--- src/rtl/mse_pkg.sv ---
// Purpose: shared state encoding and datapath widths for the MSE metric block.
// Latency: n/a (types and constants only).
// Backpressure: n/a.
package mse_pkg;

    typedef enum logic [1:0] {
        IDLE  = 2'd0,
        RUN   = 2'd1,
        DRAIN = 2'd2
    } state_t;

    // Difference of two 16-bit signed values never overflows 17 bits.
    localparam int DIFF_W = 17;
    // |diff| <= 65535, so its square fits in 32 unsigned bits.
    localparam int SQ_W   = 32;
    localparam int MSE_W  = 32;

    // Cycles spent in DRAIN: one per pipeline stage still holding the last sample.
    localparam int DRAIN_CYC = 3;

endpackage

--- src/rtl/mse_sq_pipe.sv ---
// Purpose: two-stage error pipeline, S1 = diff, S2 = square and |diff|, with a valid shift.
// Latency: 2 cycles from in_vld to sq_vld.
// Backpressure: none; every valid beat is consumed, and the downstream accumulator always accepts.
//
// Ports:
//   clk, rstN           clock, async active-low reset
//   in_vld              sample pair present this cycle
//   y_exact, y_approx   16-bit signed filter outputs
//   sq_vld              S2 outputs valid
//   sq_dat              diff^2, 32-bit unsigned
//   abs_dat             |diff|, 17-bit unsigned
module mse_sq_pipe
    import mse_pkg::*;
(
    input  logic                     clk,
    input  logic                     rstN,
    input  logic                     in_vld,
    input  logic signed [15:0]       y_exact,
    input  logic signed [15:0]       y_approx,
    output logic                     sq_vld,
    output logic [SQ_W-1:0]          sq_dat,
    output logic [DIFF_W-1:0]        abs_dat
);

    logic                     diff_vld;
    logic signed [DIFF_W-1:0] diff_q;
    logic signed [DIFF_W-1:0] diff_c;
    logic [DIFF_W-1:0]        abs_c;
    logic [SQ_W-1:0]          sq_c;

    // Sign-extend both operands by one bit so the subtraction cannot overflow.
    assign diff_c = {y_exact[15], y_exact} - {y_approx[15], y_approx};

    // |diff| is at most 65535, so negating the most negative diff still fits.
    assign abs_c = diff_q[DIFF_W-1] ? $unsigned(-diff_q) : $unsigned(diff_q);

    // Squaring the magnitude keeps the multiply unsigned and 16x16; bit 16 of
    // |diff| is always zero.
    assign sq_c = {16'b0, abs_c[15:0]} * {16'b0, abs_c[15:0]};

    // S1: difference register.
    always_ff @(posedge clk or negedge rstN) begin
        if (!rstN) begin
            diff_vld <= 1'b0;
            diff_q   <= '0;
        end else begin
            diff_vld <= in_vld;
            if (in_vld) begin
                diff_q <= diff_c;
            end
        end
    end

    // S2: square and magnitude registers.
    always_ff @(posedge clk or negedge rstN) begin
        if (!rstN) begin
            sq_vld  <= 1'b0;
            sq_dat  <= '0;
            abs_dat <= '0;
        end else begin
            sq_vld <= diff_vld;
            if (diff_vld) begin
                sq_dat  <= sq_c;
                abs_dat <= abs_c;
            end
        end
    end

endmodule

--- src/rtl/mse_metric.sv ---
// Purpose: accumulate squared error of approximate vs exact FIR over 2^LOG2_N samples; report MSE and peak |error|.
// Latency: done pulses in the 4th cycle after the edge that accepts the last sample of a window.
// Backpressure: none; in_valid samples are taken unconditionally while RUN and ignored in IDLE and DRAIN.
//
// Ports:
//   clk, rstN           clock, async active-low reset
//   start               begin a window (IDLE only)
//   in_valid            y_exact/y_approx pair valid (RUN only)
//   y_exact, y_approx   16-bit signed filter outputs
//   busy                high in RUN or DRAIN
//   done                one-cycle pulse when mse/max_abs_err update
//   mse                 sum of squares >> LOG2_N, held
//   max_abs_err         peak |y_exact - y_approx| of last window, held
module mse_metric
    import mse_pkg::*;
#(
    parameter int LOG2_N = 10,
    parameter int ACC_W  = 48
) (
    input  logic                 clk,
    input  logic                 rstN,
    input  logic                 start,
    input  logic                 in_valid,
    input  logic signed [15:0]   y_exact,
    input  logic signed [15:0]   y_approx,
    output logic                 busy,
    output logic                 done,
    output logic [MSE_W-1:0]     mse,
    output logic [DIFF_W-1:0]    max_abs_err
);

    state_t              state_q;
    state_t              state_d;
    logic [LOG2_N-1:0]   cnt_q;
    logic [1:0]          drain_q;
    logic                accept;
    logic                last_acc;
    logic                drain_end;
    logic                win_start;

    logic                sq_vld;
    logic [SQ_W-1:0]     sq_dat;
    logic [DIFF_W-1:0]   abs_dat;

    logic [ACC_W-1:0]    acc_q;
    logic [DIFF_W-1:0]   max_q;

    assign win_start = (state_q == IDLE) && start;
    assign accept    = (state_q == RUN) && in_valid;
    // The counter wraps back to zero on the final accept, so all-ones marks
    // the last sample of the window.
    assign last_acc  = accept && (&cnt_q);
    assign drain_end = (state_q == DRAIN) && (drain_q == 2'(DRAIN_CYC - 1));

    assign busy = (state_q != IDLE);

    // Only accepted beats enter the pipeline, so stray in_valid in IDLE or
    // DRAIN never reaches the accumulator.
    mse_sq_pipe u_sq_pipe (
        .clk      (clk),
        .rstN     (rstN),
        .in_vld   (accept),
        .y_exact  (y_exact),
        .y_approx (y_approx),
        .sq_vld   (sq_vld),
        .sq_dat   (sq_dat),
        .abs_dat  (abs_dat)
    );

    // ---------------------------------------------------------------
    // FSM
    // ---------------------------------------------------------------
    always_ff @(posedge clk or negedge rstN) begin
        if (!rstN) begin
            state_q <= IDLE;
        end else begin
            state_q <= state_d;
        end
    end

    always_comb begin
        state_d = state_q;
        case (state_q)
            IDLE:    if (start)     state_d = RUN;
            RUN:     if (last_acc)  state_d = DRAIN;
            DRAIN:   if (drain_end) state_d = IDLE;
            default:                state_d = IDLE;
        endcase
    end

    // ---------------------------------------------------------------
    // Sample and drain counters
    // ---------------------------------------------------------------
    always_ff @(posedge clk or negedge rstN) begin
        if (!rstN) begin
            cnt_q   <= '0;
            drain_q <= '0;
        end else begin
            if (win_start) begin
                cnt_q <= '0;
            end else if (accept) begin
                cnt_q <= cnt_q + LOG2_N'(1);
            end

            if ((state_q != DRAIN) || drain_end) begin
                drain_q <= '0;
            end else begin
                drain_q <= drain_q + 2'd1;
            end
        end
    end

    // ---------------------------------------------------------------
    // S3: accumulator and running max
    // ---------------------------------------------------------------
    // Clearing on start is safe: in IDLE the pipeline has fully drained, so
    // no valid beat can collide with the clear.
    always_ff @(posedge clk or negedge rstN) begin
        if (!rstN) begin
            acc_q <= '0;
            max_q <= '0;
        end else if (win_start) begin
            acc_q <= '0;
            max_q <= '0;
        end else if (sq_vld) begin
            acc_q <= acc_q + ACC_W'(sq_dat);
            if (abs_dat > max_q) begin
                max_q <= abs_dat;
            end
        end
    end

    // ---------------------------------------------------------------
    // Result registers
    // ---------------------------------------------------------------
    // By the last DRAIN cycle the final sample has been folded into acc_q.
    always_ff @(posedge clk or negedge rstN) begin
        if (!rstN) begin
            done        <= 1'b0;
            mse         <= '0;
            max_abs_err <= '0;
        end else begin
            done <= drain_end;
            if (drain_end) begin
                mse         <= MSE_W'(acc_q >> LOG2_N);
                max_abs_err <= max_q;
            end
        end
    end

endmodule

--- config.mk ---
export PLATFORM = sky130hd
export DESIGN_NAME = mse_metric
export DESIGN_NICKNAME = d
export VERILOG_FILES = /design/src/rtl/mse_pkg.sv /design/src/rtl/mse_sq_pipe.sv /design/src/rtl/mse_metric.sv
export SDC_FILE = /design/constraint.sdc
export NUM_CORES = 1
export LEC_CHECK = 0
export ABC_CLOCK_PERIOD_IN_PS = 12200
export CORE_MARGIN = 5
export CORE_UTILIZATION = 50
export DETAILED_ROUTE_END_ITERATION = 12
export HOLD_SLACK_MARGIN = 0.15
export PLACE_DENSITY = 0.68
export RECOVER_POWER = 50
export SLEW_MARGIN = 20
export SYNTH_ARGS = -nofsm -noshare
export SYNTH_HDL_FRONTEND = slang
export SYNTH_SLANG_ARGS = --single-unit
--- constraint.sdc ---
create_clock -name clk -period 12.2 [get_ports clk]
set_clock_uncertainty 0.05 [all_clocks]
set_input_delay 2.44 -clock clk [delete_from_list [all_inputs] [get_ports clk]]
set_output_delay 2.44 -clock clk [all_outputs]
set_load 0.01 [all_outputs]
==> metrics.cfg <==
[route]
drcViolationCount = 0
drt_iter0_drc = 937
drt_wl_total_um = 45540
first_pass_iters = 6
ant_nets = 0
num_vias = 14230
routedWlPerCell_um = 17.94
routed_via_density = 5.607

[timing]
fin_ws_ps = 2897
slew_viol_final = 333
worst_pin_slew_ps = 6570
maxSlewHeadroom_pct = -338.0
rsz0062_at_grt = false
hold_viol = 0
fmax_mhz = 107.5
min_period_ps = 9303
setup_viol = 0
period_share_pct = 76.25
final.setup.tns_ps = 0

[setup_path]
end_kind = flip-flop
crit_path_frequent_cell = inv_1
worst_path_largest_cell_delay_ps = 630
crit_slowest_cell = o31ai_1
arrival_ps = 9440
crit_fanout = 14
startpoint_type = flip-flop
critPathRequiredTime_ps = 12340
criticalPathCategory = reg2reg

[place]
dpl.cell_count = 2507
io_buffers = 86
placedInstanceArea_um2 = 19410
dpl.hpwl_um = 35740
dp_slack_ps = 3048
place_congestion = 0.9205

[clocking]
cts_buffers = 17
clk_pin_slew_ps = 80
ctsHoldBuffers = 0
cts_tree = built
root_buffer = clkbuf_16
postCtsSetupBuffers = 0
ctsResizeCount = 0
clock_sinks = 189
h-tree-depth = 4
clock_latency_ps = 440
clk_path_buf_depth = 2

[min_path]
min_path_type = reg2reg

[grt]
grtUsageTotal_pct = 23.48
grt_pass1_wl_um = 77270
grt_pass1_vias = 14710
grt_max_degree = 118
overflow = 0
antenna_found_initial = 0

[floorplan]
start_util_pct = 50.70
chipWidth_um = 200.1
coreArea_um2 = 35660
rows = 69
die_h_um = 200.1
io_pins = 87
die-area_um2 = 40060

[cells_and_area]
final-instance-count-excl-fill = 2538
regArea_um2 = 4731
final_nets = 2436
antenna_cells = 0
multi_input_area_um2 = 11970
areaGrowthSynthToFinish_pct = 10.55
final_cell_area_um2 = 19990
fill_cells = 3259
drive_gt1_share_pct = 5.874

[synthesis]
yosysUniqueCellTypes = 65
synthSimpleGateAreaFrac_pct = 13.80
synth_area_leader_cell = dfrtp_1
synth_top_family_by_area = adder cells
synth_xor_area_share_pct = 4.354
seq_area_frac_synth_pct = 26.16
synth.net_count = 2383
synth_edf_count = 0
synth.area.top_cells = dfrtp_1 26%, fa_1 18%, ha_1 12%, inv_1 5.9%, nand2_1 4.3%
synth-seq-cells = 189
synthCells = 2012
netlist.area_leader.share_pct = 26.16
synthAdderAreaFrac_pct = 30.08
yosysMostFrequentCell = inv_1
synth_commonest_cells = 286 x inv_1, 209 x nand2_1, 198 x nor2_1, 189 x dfrtp_1, 169 x ha_1
synth-compound-area-share_pct = 13.63
yosysWarnings = 0
synth_flop_cell = dfrtp_1
synth_mux_area_share_pct = 4.298
syn_area_um2 = 18080
async_flop_share_pct = 100.0
syn_area_per_cell_um2 = 8.985

[outcome]
violations = max-capacitance violations, max-slew violations
status = finished, violations left

[job]
max-cap-violations = 5

-- metrics by stage --
step	hold WS [ps]	utilization, %
floorplan	322.1	-
global placement	364.3	54.44
detailed placement	383.8	54.44
CTS	394.1	56.13
global route	406.9	56.05
finish	390.4	56.05
-- sequential cells by signal, summed over array words and instances (netlist names) --
name	count
u_sq_pipe.sq_dat	31
done	1
cnt_q	10
mse	32
u_sq_pipe.abs_dat	16
u_sq_pipe.diff_vld	1
max_q	17
u_sq_pipe.sq_vld	1
max_abs_err	17
acc_q	42
drain_q	2
state_q	2
u_sq_pipe.diff_q	17
-- cell type report --
| cell class | instances | share of cell area [%] |
|---|---|---|
| clock inverter | 14 | 0.8765 |
| tap | 461 | 2.886 |
| timing repair buffer | 107 | 4.990 |
| inverter | 295 | 5.541 |
| sequential | 189 | 23.67 |
| multi-input combinational | 1455 | 59.91 |
| clock buffer | 17 | 2.129 |
-- layer usage --
| metal | up-vias | GRT usage, % | share of wire (%) |
|---|---|---|---|
| met5 | - | 0 | 0 |
| li1 | 6811 | - | - |
| met2 | 389 | 39.31 | 48 |
| met4 | 0 | 5.114 | 2.0 |
| met1 | 6970 | 33.09 | 45 |
| met3 | 61 | 3.024 | 5.0 |
-- cells by family (layout without fill, tap and decap cells) --
family | after synthesis | in the layout
DFF | 189 | 189
adders and majority gates | 335 | 335
muxes | 71 | 71
buffers and inverters | 368 | 433
and+or+nand+nor | 568 | 568
AOI/OAI and AO/OA | 392 | 392
xor gates and xnor gates | 89 | 89
-- critical path, delay by kind of cell, from the launching register on --
kind | cells | cell delay, ps
XOR/XNOR | 2 | 770
flip-flops | 1 | 470
buffers and inverters | 9 | 1350
AND/OR/NAND/NOR | 4 | 1140
adder cells (fa/ha/maj) | 8 | 3630
AO/OA/AOI/OAI | 5 | 1630
-- path summary, 6_finish.rpt --
path,end,slack [ps],cells past startpoint,from
max,u_sq_pipe.sq_dat[31],2900,28,u_sq_pipe.diff_q[0]
min,drain_q[0],390,1,drain_q[0]
max reg2reg,u_sq_pipe.sq_dat[31],2900,28,u_sq_pipe.diff_q[0]
min reg2reg,drain_q[0],390,1,drain_q[0]
max in group asynchronous,mse[8],4030,1,rstN
min in group asynchronous,max_abs_err[8],4380,1,rstN
-- placed cells by master, fill, tap and decap left out, types with 24 or more instances in the layout --
cell             synthesis  layout
o211ai_1                25      25
o21ai_0                 98      97
xnor2_1                 50      50
clkdlybuf4s50_1          0      83
nand2_1                209     208
dfrtp_1                189     188
a21oi_1                100     100
mux2_2                  53      53
fa_1                   166     166
a31oi_1                 25      24
a21o_1                  45      45
nor2_1                 198     198
ha_1                   169     169
nand3_1                 38      38
inv_1                  286     286
xor2_1                  38      38
Power is not shown: default switching activity piles up to over one toggle a cycle in this logic, so the estimate is an artifact.
